===== src/rtl/motion_arbiter.sv =====
// Motion arbiter: serialises navigation mode requests to the motor block, inserting a
// zero-drive dead time between opposing drive classes and holding forward drive near obstacles.
module motion_arbiter #(
    parameter int unsigned DEAD_CYCLES = 1000000,
    parameter int unsigned NEAR_CM     = 20,
    parameter int unsigned FAR_CM      = 25
) (
    input  logic        clk,
    input  logic        rst_n,
    input  logic        enable,
    input  logic        req_valid,
    input  logic [4:0]  req_mode,
    input  logic        dist_valid,
    input  logic [19:0] distance,
    output logic [4:0]  mode,
    output logic [4:0]  last_mode,
    output logic        grant,
    output logic        busy,
    output logic        obstacle,
    output logic [1:0]  arb_state
);

    typedef enum logic [1:0] {
        IDLE = 2'd0,
        RUN  = 2'd1,
        DEAD = 2'd2,
        HOLD = 2'd3
    } state_t;

    typedef enum logic [2:0] {
        CL_NONE,
        CL_FWD,
        CL_REV,
        CL_PIVL,
        CL_PIVR
    } mclass_t;

    localparam logic [4:0]  MODE_STOP  = 5'd0;
    localparam logic [4:0]  MODE_BRAKE = 5'd30;
    localparam logic [19:0] NEAR_C     = 20'(NEAR_CM);
    localparam logic [19:0] FAR_C      = 20'(FAR_CM);
    localparam logic [23:0] DEAD_INIT  = 24'(DEAD_CYCLES - 1);

    function automatic mclass_t class_of(input logic [4:0] m);
        case (m)
            5'd3, 5'd4, 5'd8, 5'd9: class_of = CL_FWD;
            5'd7:                   class_of = CL_REV;
            5'd5:                   class_of = CL_PIVL;
            5'd6:                   class_of = CL_PIVR;
            default:                class_of = CL_NONE;
        endcase
    endfunction

    state_t      state_q, state_d;
    logic [4:0]  mode_q, mode_d;
    logic [4:0]  last_mode_q, last_mode_d;
    logic [4:0]  pending_q, pending_d;
    logic [23:0] counter_q, counter_d;
    logic        grant_q, grant_d;
    logic        busy_q, busy_d;
    logic        obstacle_q, obstacle_d;

    mclass_t     req_cls, cur_cls;
    logic        req_fwd, cur_fwd, conflict;
    logic [4:0]  pending_eff;

    // Hysteresis: set below NEAR, clear at/above FAR, zero-distance samples are dropouts.
    always_comb begin
        obstacle_d = obstacle_q;
        if (dist_valid && (distance != '0)) begin
            if (distance < NEAR_C) begin
                obstacle_d = 1'b1;
            end else if (distance >= FAR_C) begin
                obstacle_d = 1'b0;
            end
        end
    end

    assign req_cls     = class_of(req_mode);
    assign cur_cls     = class_of(mode_q);
    assign req_fwd     = (req_cls == CL_FWD);
    assign cur_fwd     = (cur_cls == CL_FWD);
    assign conflict    = (req_cls != CL_NONE) && (cur_cls != CL_NONE) && (req_cls != cur_cls);
    assign pending_eff = req_valid ? req_mode : pending_q;

    // NOTE: every always_comb output gets a default first so no path can infer a latch.
    always_comb begin
        state_d   = state_q;
        mode_d    = mode_q;
        pending_d = pending_q;
        counter_d = counter_q;
        grant_d   = 1'b0;

        if (!enable) begin
            state_d   = IDLE;
            mode_d    = MODE_STOP;
            pending_d = '0;
            counter_d = '0;
        end else begin
            case (state_q)
                IDLE: begin
                    state_d = RUN;
                    mode_d  = MODE_STOP;
                end
                RUN: begin
                    if (req_valid && req_fwd && obstacle_q) begin
                        state_d   = HOLD;
                        mode_d    = MODE_BRAKE;
                        pending_d = req_mode;
                        grant_d   = 1'b1;
                    end else if (obstacle_q && cur_fwd) begin
                        // Obstacle outranks any non-forward request arriving the same cycle.
                        state_d   = HOLD;
                        mode_d    = MODE_BRAKE;
                        pending_d = mode_q;
                    end else if (req_valid && conflict) begin
                        state_d   = DEAD;
                        mode_d    = MODE_BRAKE;
                        pending_d = req_mode;
                        counter_d = DEAD_INIT;
                        grant_d   = 1'b1;
                    end else if (req_valid) begin
                        mode_d  = req_mode;
                        grant_d = 1'b1;
                    end
                end
                DEAD: begin
                    grant_d   = req_valid;
                    pending_d = pending_eff;
                    if (counter_q == '0) begin
                        if ((class_of(pending_eff) == CL_FWD) && obstacle_q) begin
                            state_d = HOLD;
                        end else begin
                            state_d   = RUN;
                            mode_d    = pending_eff;
                            pending_d = '0;
                        end
                    end else begin
                        counter_d = counter_q - 24'd1;
                    end
                end
                HOLD: begin
                    if (req_valid && !req_fwd) begin
                        state_d   = RUN;
                        mode_d    = req_mode;
                        pending_d = '0;
                        grant_d   = 1'b1;
                    end else if (req_valid) begin
                        pending_d = req_mode;
                        grant_d   = 1'b1;
                    end else if (!obstacle_q) begin
                        state_d   = RUN;
                        mode_d    = pending_q;
                        pending_d = '0;
                    end
                end
                default: state_d = IDLE;
            endcase
        end

        busy_d      = (state_d == DEAD) || (state_d == HOLD);
        last_mode_d = (mode_d != mode_q) ? mode_q : last_mode_q;
    end

    // NOTE: sequential state uses non-blocking assignments so all flops sample pre-edge values.
    always_ff @(posedge clk or negedge rst_n) begin
        if (!rst_n) begin
            state_q     <= IDLE;
            mode_q      <= MODE_STOP;
            last_mode_q <= MODE_STOP;
            pending_q   <= '0;
            counter_q   <= '0;
            grant_q     <= 1'b0;
            busy_q      <= 1'b0;
            obstacle_q  <= 1'b0;
        end else begin
            state_q     <= state_d;
            mode_q      <= mode_d;
            last_mode_q <= last_mode_d;
            pending_q   <= pending_d;
            counter_q   <= counter_d;
            grant_q     <= grant_d;
            busy_q      <= busy_d;
            obstacle_q  <= obstacle_d;
        end
    end

    assign mode      = mode_q;
    assign last_mode = last_mode_q;
    assign grant     = grant_q;
    assign busy      = busy_q;
    assign obstacle  = obstacle_q;
    assign arb_state = state_q;

endmodule


===== config.mk =====
export PLATFORM = sky130hd
export DESIGN_NAME = motion_arbiter
export DESIGN_NICKNAME = d
export VERILOG_FILES = /design/src/rtl/motion_arbiter.sv
export SDC_FILE = /design/constraint.sdc
export NUM_CORES = 1
export LEC_CHECK = 0
export ABC_AREA = 1
export BUFFER_PORTS_ARGS = -buffer_cell sky130_fd_sc_hd__buf_4
export CAP_MARGIN = 5
export CORE_UTILIZATION = 35
export CTS_CLUSTER_SIZE = 16
export DETAILED_ROUTE_END_ITERATION = 10
export GPL_TIMING_DRIVEN = 0
export PLACE_DENSITY_LB_ADDON = 0.12
export SKIP_CTS_REPAIR_TIMING = 1
export SYNTH_ARGS = -nofsm -noshare
export SYNTH_HDL_FRONTEND = slang
export SYNTH_SLANG_ARGS = --single-unit

===== constraint.sdc =====
create_clock -name clk -period 2.4 [get_ports clk]
set_clock_uncertainty 0.2 [all_clocks]
set_input_delay 0.24 -clock clk [delete_from_list [all_inputs] [get_ports clk]]
set_output_delay 0.24 -clock clk [all_outputs]
set_load 0.01 [all_outputs]

==> impl_results.md <==
- Synth top area cells: dfrtp_1 31%, nand2_1 12%, inv_1 7.2%
- Worst path required time: 2.40 ns
- Nets: between 600 and 700
- Starting density of the core: 36.38%
- Slew HR: 60.90%
- CTS tree: done
- H-tree levels: 2
- Via/cell ratio: roughly 5
- Pwr Total: roughly 0.0021 W
- Max Cap Viol: 0
- # port buffers: 42
- ANT nets after route: 0
- Largest net degree at the start of global routing: 45
- Fill cells: ~1000
- Initial antenna violation count: 0
- Clk root buf: clkbuf_8
- Mapped Nets: roughly 570
- Routed WL: approximately 10000 µm
- First-pass GRT wire length: around 17000 µm
- Clock sinks: 44
- Grt ovf: 0
- Outcome: complete, but fails checks
- Area grow syn2layout: 26.81%
- Sequential-to-total area share from yosys stat: between 30% and 40%
- Detailed placement HPWL: 7687 µm
- Number of global-route vias before repair: 3336
- Fin. Hold Viols: 0
- Pleak: 2.251 nW
- Final setup vio count: 31
- I/O pin count: 45
- Syn Area/Cell: roughly 6.7 µm²
- Post-synth ARST share: 100.0%
- Die Width: 103.3 µm
- Synth Cell Area: 3588 µm²
- Flops & latches, synth: 44
- Hold WC Path Type: input port to flop
- CP Launch Type: flop
- DR pass1 iterations: 4
- FP Rows: 36
- Setup WS post-layout: -0.3609 ns
- DRT iter0 DRCs: 211
- Multi-input gate area: ~2200 µm²
- Register area: roughly 1100 µm²
- CP Capture Type: flop
- Pwr/cell area: roughly 460 nW/µm²
- Fmax: approximately 0.36 GHz
- CORE AREA: just under 10000 µm²
- Primary FF master, synth: dfrtp_1
- TNS Setup: -6.608 ns
- Wirelength per Cell: ~14 µm
- Yosys warnings: 0
- Total GRT Usage: a little over 20%
- Cts bufs inserted: 5
- Placer Congestion: 0.9305
- Top-count cell post-synth: nand2_1
- Post-synth EDFFs: 0
- Clk_lat worst skew: roughly 0.31 ns
- Post-synth top cells: 115 x nand2_1, 69 x inv_1, 59 x nor2_1
- ANT cells: 0
- Post-synthesis cell count: ~540
- Register-to-register setup slack: -0.36 ns
- Arrival time at the worst endpoint: approximately 2.8 ns
- Final Max Slew Viols: 0
- Fraction of layout cells with a size suffix above 1: 29.08%
- Failing checks: negative setup slack
- Synth top area share: a little over 30%
- Via count: around 3800
- Critical path class: flop to flop
- Die height: 103.3 µm
- Worst Tran Pin Value: between 0.5 and 0.6 ns
- VDD IR-drop max: between 0.2 and 0.25 mV
- Clock Path Buffers: 2
- CP Max Fanout: 6
- Clock transition at path regs: approximately 0.08 ns
- Die ar.: 10660 µm²
- Min cycle time layout: 2.761 ns
- RSZ-0062 raised after global routing: yes
- Period Utilization, post-route: 115.0%
- Synth unique cells: 45
- Post-route DRC: 0
- Cell accounting for the most synthesized area: dfrtp_1
==> logic make-up (layout without fill, tap and decap cells) <==
family                   Yosys count  count (layout)  share of synthesized area, %
AO/OA/AOI/OAI                    106             106                         17.05
XOR/XNOR                           3               3                        0.7324
adder cells (fa/ha/maj)            5               5                         1.743
buffers and inverters            100             173                         12.76
flip-flops                        44              44                         30.68
AND/OR/NAND/NOR                  281             281                         37.03
==> cell usage in the layout (no fill, tap or decap), types with 4 or more instances in the layout <==
cell type	netlist	final
a21oi_1	27	26
o22ai_1	5	5
nand3_2	7	7
dfrtp_1	44	43
nor2_4	5	7
o211ai_1	8	8
inv_2	13	16
o21ai_0	41	37
nand4_1	8	8
nor3_1	15	13
nor2_1	59	52
nor2_2	5	10
inv_1	69	63
nand3_1	46	44
buf_6	4	4
o21ai_2	3	4
nand2_2	10	23
nor4_1	4	4
ha_1	5	4
inv_4	2	4
clkbuf_8	2	9
o21ai_1	4	7
nand2_1	115	100
buf_4	3	65
a31oi_1	7	6
==> flip-flops by register name, indices dropped and copies added (netlist names) <==
name	flops
arb_state	2
busy	1
counter_q	24
grant	1
last_mode	5
mode	5
obstacle	1
pending_q	5
==> worst paths after layout <==
kind,from,depth (start not counted),to
worst min register to register,pending_q[3],2,pending_q[3]
max in group asynchronous,rst_n,2,mode[1]
worst max register to register,counter_q[0],20,last_mode[2]
worst max-delay path,counter_q[0],20,last_mode[2]
worst min-delay path,distance[6],4,obstacle
min in group asynchronous,rst_n,2,counter_q[11]
==> layout make-up <==
class | instances | area share, %
multi-input cells | 395 | 48.42
well taps | 133 | 3.657
flip-flops and latches | 44 | 24.22
inverters | 85 | 7.341
clock buffers | 7 | 2.117
repair buffers | 66 | 11.00
plain buffers | 15 | 3.244
==> through the flow <==
step	area (µm²)	utilization, %	instances	setup slack, ns	hold WS, ns
CTS	4193	42.50	721	-0.6097	-0.2473
global route	4551	46.13	745	-0.5256	0.02636
finish	4551	46.13	745	-0.3609	0.02336
detailed placement	4096	41.53	714	-0.5916	0.09113
global placement	4096	41.53	714	-0.5584	0.08658
floorplan	3615	-	539	-0.01606	-0.2556
==> critical path, stage by stage, from the launching register on <==
cell and delay (ns):
dfrtp_1 0.42, inv_2 0.09, ha_4 0.15, nand3_4 0.10, nor3_4 0.27, nand4_4 0.15, nor2_4 0.18, nand2_2 0.09
buf_8 0.14, nand2_4 0.05, nand3_2 0.05, nand2_1 0.05, inv_1 0.05, nand2_2 0.07, nand2_2 0.06, nand2_2 0.10
nand2_2 0.07, nor2_4 0.13, nand3_4 0.12, nand2_1 0.08, nand2_1 0.04
==> where the power goes <==
group | switching [W] | total (W) | internal [W]
Combinational | 0.000447 | 0.000738 | 0.000291
Sequential | 0.0000492 | 0.000843 | 0.000794
Clock | 0.000260 | 0.000517 | 0.000257
==> per-layer routing <==
metal	track usage (%)	wire [µm]	vias up
li1	-	-	1921
met1	29.26	5081	1740
met2	31.54	4668	98
met3	2.957	442	14
met4	5.200	145	0
met5	0	0	-
Note: power is estimated with default switching activity, not from simulation.
